`src/rtl/spi_pkg.sv`:
```
// spi_pkg: shared state encoding and constants for the SPI slave control FSM
package spi_pkg;
  typedef enum logic [2:0] {
    GET    = 3'd0,
    GOT    = 3'd1,
    READ1  = 3'd2,
    READ2  = 3'd3,
    READ3  = 3'd4,
    WRITE1 = 3'd5,
    WRITE2 = 3'd6,
    DONE   = 3'd7
  } state_t;
  localparam int WORD_W_DEF = 8;
  localparam logic RW_READ = 1'b1;
endpackage

```
`src/rtl/spi_bit_counter.sv`:
```
// spi_bit_counter: clearable, enabled up-counter that wraps to zero on its terminal count
//   clk, rst_n : clock, async active-low reset
//   clr        : synchronous clear, overrides en
//   en         : count enable
//   limit      : terminal count value
//   tc         : high while en is high and the count equals limit
module spi_bit_counter #(
  parameter int CNT_W = 4
) (
  input  logic             clk,
  input  logic             rst_n,
  input  logic             clr,
  input  logic             en,
  input  logic [CNT_W-1:0] limit,
  output logic             tc
);
  logic [CNT_W-1:0] cnt;
  assign tc = en && (cnt == limit);
  always_ff @(posedge clk or negedge rst_n)
    if (!rst_n) cnt <= '0;
    else if (clr || tc) cnt <= '0;
    else if (en) cnt <= cnt + 1'b1;
endmodule

```
`src/rtl/spi_slave_fsm.sv`:
```
// spi_slave_fsm: SPI slave control FSM issuing single-cycle latch/load/write enables
//   clk, rst_n : clock, async active-low reset
//   sclk_pos   : one-clk pulse per conditioned SCLK rising edge
//   cs_n       : conditioned chip select, active-low
//   rw_bit     : header R/W bit from the shift register (1 = read)
//   addr_we    : address latch CE pulse
//   sr_we      : shift-register parallel-load pulse
//   dm_we      : data-memory write pulse
//   miso_buff  : MISO tri-state enable
//   state_dbg  : current state encoding
import spi_pkg::*;
module spi_slave_fsm #(
  parameter int WORD_W    = WORD_W_DEF,
  parameter int CNT_W     = 4,
  parameter int READ_WAIT = 1
) (
  input  logic       clk,
  input  logic       rst_n,
  input  logic       sclk_pos,
  input  logic       cs_n,
  input  logic       rw_bit,
  output logic       addr_we,
  output logic       sr_we,
  output logic       dm_we,
  output logic       miso_buff,
  output logic [2:0] state_dbg
);
  if ((2 ** CNT_W) <= WORD_W) begin : g_cnt_w_chk
    $error("CNT_W too narrow for WORD_W");
  end
  if (READ_WAIT < 1 || READ_WAIT > 15) begin : g_wait_chk
    $error("READ_WAIT out of range 1..15");
  end
  state_t state, nxt;
  logic bit_clr, bit_tc, wait_clr, wait_tc;
  // Counters are held at zero outside the states that use them, so each phase starts from 0.
  assign bit_clr  = cs_n || !(state inside {GET, READ3, WRITE1});
  assign wait_clr = cs_n || (state != READ1);
  spi_bit_counter #(.CNT_W(CNT_W)) u_bit_cnt (
    .clk(clk), .rst_n(rst_n), .clr(bit_clr), .en(sclk_pos),
    .limit(CNT_W'(WORD_W - 1)), .tc(bit_tc)
  );
  spi_bit_counter #(.CNT_W(4)) u_wait_cnt (
    .clk(clk), .rst_n(rst_n), .clr(wait_clr), .en(1'b1),
    .limit(4'(READ_WAIT - 1)), .tc(wait_tc)
  );
  always_comb begin
    nxt = state;
    if (cs_n) nxt = GET;
    else
      case (state)
        GET:    nxt = bit_tc ? GOT : GET;
        GOT:    nxt = (rw_bit == RW_READ) ? READ1 : WRITE1;
        READ1:  nxt = wait_tc ? READ2 : READ1;
        READ2:  nxt = READ3;
        READ3:  nxt = bit_tc ? DONE : READ3;
        WRITE1: nxt = bit_tc ? WRITE2 : WRITE1;
        WRITE2: nxt = DONE;
        DONE:   nxt = DONE;
      endcase
  end
  always_ff @(posedge clk or negedge rst_n)
    if (!rst_n) state <= GET;
    else state <= nxt;
  assign addr_we   = (state == GOT);
  assign sr_we     = (state == READ2);
  assign dm_we     = (state == WRITE2);
  assign miso_buff = (state == READ3);
  assign state_dbg = state;
endmodule
```
`config.mk`:
```
export PLATFORM = sky130hd
export DESIGN_NAME = spi_slave_fsm
export DESIGN_NICKNAME = d
export VERILOG_FILES = /design/src/rtl/spi_pkg.sv /design/src/rtl/spi_bit_counter.sv /design/src/rtl/spi_slave_fsm.sv
export SDC_FILE = /design/constraint.sdc
export NUM_CORES = 1
export LEC_CHECK = 0
export CORE_AREA = 2 2 39 41
export CTS_CLUSTER_DIAMETER = 100
export DETAILED_ROUTE_END_ITERATION = 10
export DIE_AREA = 0 0 41 43
export GPL_ROUTABILITY_DRIVEN = 0
export PLACE_DENSITY = 0.73
export SETUP_SLACK_MARGIN = 0.02
export SLEW_MARGIN = 10
export SYNTH_ARGS = -nofsm -noshare
export SYNTH_HDL_FRONTEND = slang
export SYNTH_SLANG_ARGS = --single-unit
```
`constraint.sdc`:
```
create_clock -name clk -period 3.45 [get_ports clk]
set_input_delay 0.5175 -clock clk [delete_from_list [all_inputs] [get_ports clk]]
set_output_delay 0.5175 -clock clk [all_outputs]
set_load 0.01 [all_outputs]
```
# Word-level counts from Yosys, hierarchy flattened
# Cells that the tools add are included.
# totals
register_bits	11
wordCells	35
input_bits	5
# op_classes
reduce_logical	11
n_eq_ne	9
add_sub_neg	2
n_mux	10
# op_table
op	count
one-hot mux 3 bit (7 select lines)	1
equality test 3 bit, second input constant	4
2-to-1 mux 4 bit	3
adder 4 x 1 -> 4 bit, second input constant	2
equality test 3 x 2 -> 1 bit, second input constant	2
2-to-1 mux 3 bit	2
equality test 4 x 3 -> 1 bit, second input constant	1
logical NOT 4 bit	1
logical OR 1 bit	4
2-to-1 mux 2 bit	2
equality test 3 x 1 -> 1 bit, second input constant	1
logical NOT 3 bit	1
inequality test 3 x 2 -> 1 bit, second input constant	1
nonzero test 3 bit	1
2-to-1 mux 1 bit	2
nonzero test 2 bit	1
OR reduction 2 bit	1
logical AND 1 bit	1
logical NOT 1 bit	1

# Depth between registers and ports, before layout
# depth
depth_word	6
depth_mapped	5
mapped_depth_nobuf	5

# By module
# A second synthesis with hierarchy kept.
# hier_totals
hier_cells	73
hier_area_um2	773.2
# modules_own_cells
mod	cells_each	n_inst	area_per_inst_um2	seq_area_each_um2
spi_bit_counter	24	2	279.0	100.1
spi_slave_fsm	25	1	215.2	75.1

# Worst setup path after synthesis
# Ideal clock, no wire load.
# synth_timing
path_kind	flip-flop to output port
start	reg state[2] (netlist: state_dbg[2])
end	out dm_we
arrival_ps	978
stages_incl_launch_ff	3
n_path_buf	1
slack_ps	1955
cell_sequence	dfrtp_1 clkbuf_1 nor3b_1
# synth_between
elab_chain_len	1
# synth_lines
item	line_no	source
start: declaration	spi_slave_fsm.sv:34	state_t state, nxt;
start signal: assignment	spi_slave_fsm.sv:64	else state <= nxt;
equality test 3 bit	spi_slave_fsm.sv:67	assign dm_we = (state == WRITE2);
end: declaration	spi_slave_fsm.sv:24	output logic dm_we,
# Every way passes these cells.

# Final worst setup path
# layout_timing
start	reg state[0] (netlist: state_dbg[0])
end	out addr_we
# layout_between
elab_chain_len	1
# layout_lines
item	line_no	source
equality test 3 x 1 -> 1 bit	spi_slave_fsm.sv:65	assign addr_we = (state == GOT);
end: declaration	spi_slave_fsm.sv:22	output logic addr_we,
# Every way passes these cells.

==> metrics.md <==
| Metric | Value |
|---|---|
| Result of the run | `finished clean` |
| Pre-CTS setup slack | `1.55 ns` |
| Data arrival time at the worst-slack endpoint | `1.66 ns` |
| Clock-pin slew reported for the worst setup and hold paths after clock tree synthesis | `0.08 ns` |
| Overall die area | `approximately 1800 sq um` |
| CP Capture Type | `output port` |
| Startpoint kind of the worst setup timing path | `flip-flop` |
| Post-route design area | `a little under 800 sq um` |
| CTS tree | `yes` |
| Layout Skew | `0.00104 ns` |
| Slack of the worst reg-to-reg path | `2.07 ns` |
| Top layer in use | `met4` |
| Distinct cells, synth | `30` |
| Met3 wire length | `30 microns` |
| Post_cts resized | `0` |
| Final period demand of the worst path | `roughly 2.2 ns` |
| Number of max-capacitance violations reported | `0` |
| Post-synthesis register bit count | `11` |
| Routed wl met2 | `523 microns` |
| Leading cell types in the layout, fill and taps excluded | `sky130_fd_sc_hd__clkdlybuf4s50_1 (11), sky130_fd_sc_hd__dfrtp_1 (11), sky130_fd_sc_hd__nor2_1 (8), sky130_fd_sc_hd__nand2b_1 (4), sky130_fd_sc_hd__nand2_1 (4)` |
| Buffers inserted during post-CTS setup optimization | `0` |
| Violation count after the first detailed-route iteration | `9` |
| Starting utilization of the core area | `44.8%` |
| Power per standard cell area | `317 nW/um^2` |
| All-layer global routing usage | `between 15 and 20%` |
| Worst Setup EP | `addr_we` |
| Largest buffer count on any clock path | `2` |
| Overflow left after global routing | `0` |
| Launch instance of the worst register-to-register path | `u_bit_cnt.cnt[0]` |
| Via Count | `491` |
| Post-detail-place hpwl | `858 microns` |
| Final Slew Violations | `0` |
| Length of routed wiring on met1 | `557 microns` |
| Req. time, crit path | `2.93 ns` |
| Depth of the most critical reg-to-reg path | `4` |
| # diodes | `0` |
| Router iterations before antenna repair | `4` |
| Worst stage delay on the critical path | `0.55 ns` |
| CTS Root Cell | `sky130_fd_sc_hd__clkbuf_4` |
| Least setup slack across all paths after layout | `1.27 ns` |
| Leakage Power | `0.000333 uW` |
| Residual antenna-violating net count after detailed routing | `0` |
| Total number of clock tree sinks | `11` |
| Slew at the pin closest to its max-slew limit | `about 0.51 ns` |
| Total wire length after detailed routing | `1130 microns` |
| Terminus of the critical flop-to-flop path | `state_dbg[0]` |
| CP Launch Point | `state_dbg[0]` |
| Drt drc | `0` |
| Max transition margin | `65.7%` |
| Row count | `14` |
| CTS buffer count | `3` |
| Post-Synthesis Net Count | `72` |
| Top-Level Pins | `12` |
| Total stage count of the critical path | `3` |
| Die boundary width | `41 microns` |
| Antenna violations before repair | `0` |
| Count of input and output buffers | `11` |
| Nets@finish | `86` |
| Cell family with the largest share of critical-path delay | `flip-flops` |
| Average cell area after synthesis | `9.70 sq um` |
| Largest net degree at the start of global routing | `13` |
| Core footprint | `about 1400 sq um` |
| Worst skew pair latency | `0.27 ns` |
| Height of the chip | `43 microns` |
| Cell area after synthesis | `between 600 and 700 sq um` |
| Wire length per cell | `12.2 microns` |
| Critical Path Slowest Stage Cell | `sky130_fd_sc_hd__dfrtp_1` |
| F_max | `459 MHz` |
| Kind of critical path | `reg2out` |
| Peak ir drop on the vdd network | `~0.25 mV` |
| Number of hold violations in the final report | `0` |
| Sequential element share of the synthesized area | `44.4%` |
| Setup repair after global routing missed its margin | `no` |
| Synth Warn # | `0` |
| Level count of the clock H-tree | `1` |
| Post-detailed-route via-to-cell ratio | `5.28` |
| Worst min-delay path category | `reg2reg` |
| Number of endpoints failing setup at the final stage | `0` |
| Hold buffers post-CTS | `0` |
| Biggest fanout along the worst timing path | `12` |
| Final TNS setup | `0 ns` |
| CP Buf/Inv Count | `1` |
| Ordered list of cells on the worst path | `nand2b_1 -> nor2_1 -> clkdlybuf4s50_1` |
| Cell area after placement | `between 700 and 800 sq um` |
| Wire length of the first global-routing pass | `1790 microns` |
| Fin util | `a little under three fifths` |
| Synthesis-to-finish area growth | `24.2%` |
| Via count of the first global-routing pass | `between 400 and 500` |
| Cell count after synthesis | `64` |
| Final Cycle Share | `63.2%` |
| Fraction of layout cells with a size suffix above 1 | `13.0%` |
==> layout make-up <==
class	instances	area (sq um)
Clock inverter	1	5.00
Sequential cell	11	275
Timing Repair Buffer	11	110
Clock buffer	3	22.5
Tap cell	16	20.0
Fill cell	126	613
Inverter	3	11.3
Multi-Input combinational cell	48	327
==> per-layer routing <==
layer / up-vias / global-route usage, %
met1: 227 / 22.3
li1: 251 / -
met2: 9 / 18.8
met4: 0 / 10.0
met5: - / 0
met3: 4 / 4.71
==> synthesized netlist by cell type <==
library cell | number | area [sq um]
sky130_fd_sc_hd__a211oi_1 | 1 | 7.51
sky130_fd_sc_hd__a21oi_1 | 3 | 15.0
sky130_fd_sc_hd__a21oi_2 | 1 | 8.76
sky130_fd_sc_hd__a221oi_1 | 1 | 8.76
sky130_fd_sc_hd__and3_1 | 2 | 12.5
sky130_fd_sc_hd__and4b_1 | 1 | 10.0
sky130_fd_sc_hd__and4bb_2 | 1 | 12.5
sky130_fd_sc_hd__clkbuf_1 | 2 | 7.51
sky130_fd_sc_hd__dfrtp_1 | 11 | 275
sky130_fd_sc_hd__ha_1 | 3 | 37.5
sky130_fd_sc_hd__inv_1 | 2 | 7.51
sky130_fd_sc_hd__inv_2 | 1 | 3.75
sky130_fd_sc_hd__mux2i_1 | 2 | 20.0
sky130_fd_sc_hd__nand2_1 | 4 | 15.0
sky130_fd_sc_hd__nand2b_1 | 4 | 25.0
sky130_fd_sc_hd__nand3_1 | 2 | 10.0
sky130_fd_sc_hd__nand3b_1 | 1 | 7.51
sky130_fd_sc_hd__nand4_1 | 1 | 6.26
sky130_fd_sc_hd__nand4b_1 | 1 | 8.76
sky130_fd_sc_hd__nor2_1 | 8 | 30.0
sky130_fd_sc_hd__nor2_2 | 1 | 6.26
sky130_fd_sc_hd__nor3_1 | 1 | 5.00
sky130_fd_sc_hd__nor3b_1 | 2 | 15.0
sky130_fd_sc_hd__nor4_1 | 1 | 6.26
sky130_fd_sc_hd__nor4b_1 | 1 | 8.76
sky130_fd_sc_hd__or2_2 | 1 | 6.26
sky130_fd_sc_hd__or3_1 | 1 | 6.26
sky130_fd_sc_hd__or4_4 | 1 | 11.3
sky130_fd_sc_hd__xnor2_1 | 1 | 8.76
sky130_fd_sc_hd__xor2_1 | 2 | 17.5
==> per-stage QoR <==
| stage | total power, uW | cells | hold slack, ns |
|---|---|---|---|
| after floorplan | 144 | 64 | 0.222 |
| after global placement | 155 | 89 | 0.541 |
| after detailed placement | 156 | 89 | 0.539 |
| after CTS | 247 | 93 | 0.550 |
| after global routing | 255 | 93 | 0.581 |
| final | 244 | 93 | 0.547 |
==> state kept, by name, summed over array words and instances, names as in the netlist <==
| register | count |
|---|---|
| state_dbg | 3 |
| u_bit_cnt.cnt | 4 |
| u_wait_cnt.cnt | 4 |
==> how the worst min path moves through the flow <==
stage	start	end	slack, ns	depth (start not counted)
after floorplan	rst_n	state_dbg[0]	0.22	0
after global placement	u_bit_cnt.cnt[3]	u_bit_cnt.cnt[3]	0.54	2
after detailed placement	u_bit_cnt.cnt[3]	u_bit_cnt.cnt[3]	0.54	2
after CTS	u_bit_cnt.cnt[3]	u_bit_cnt.cnt[3]	0.55	2
after global routing	u_bit_cnt.cnt[3]	u_bit_cnt.cnt[3]	0.58	2
final	u_bit_cnt.cnt[3]	u_bit_cnt.cnt[3]	0.55	2
==> power breakdown <==
group          leakage [uW]  internal, uW  total (uW)  switching [uW]
Clock             0.0000177          43.0        92.0            49.0
Combinational      0.000163          8.76        18.1            9.30
Sequential         0.000152           132         134            2.77
Total              0.000333           183         244            61.1
==> worst min-delay path, delay by kind of cell (launching register included) <==
kind,cells,cell delay (ns)
AOI/OAI and AO/OA,1,0.05
DFF,1,0.40
and+or+nand+nor,1,0.06
==> cell families (layout without fill, tap and decap cells) <==
logic type               after synthesis  in the layout  synth area share, %
AND/OR/NAND/NOR                       34             34                 32.7
AO/OA/AOI/OAI                          6              6                 6.45
XOR/XNOR                               3              3                 4.23
buffers and inverters                  5             18                 3.02
multiplexers                           2              2                 3.23
adder cells (fa/ha/maj)                3              3                 6.05
flip-flops                            11             11                 44.4
No activity file was read; power rests on OpenSTA's default activity.
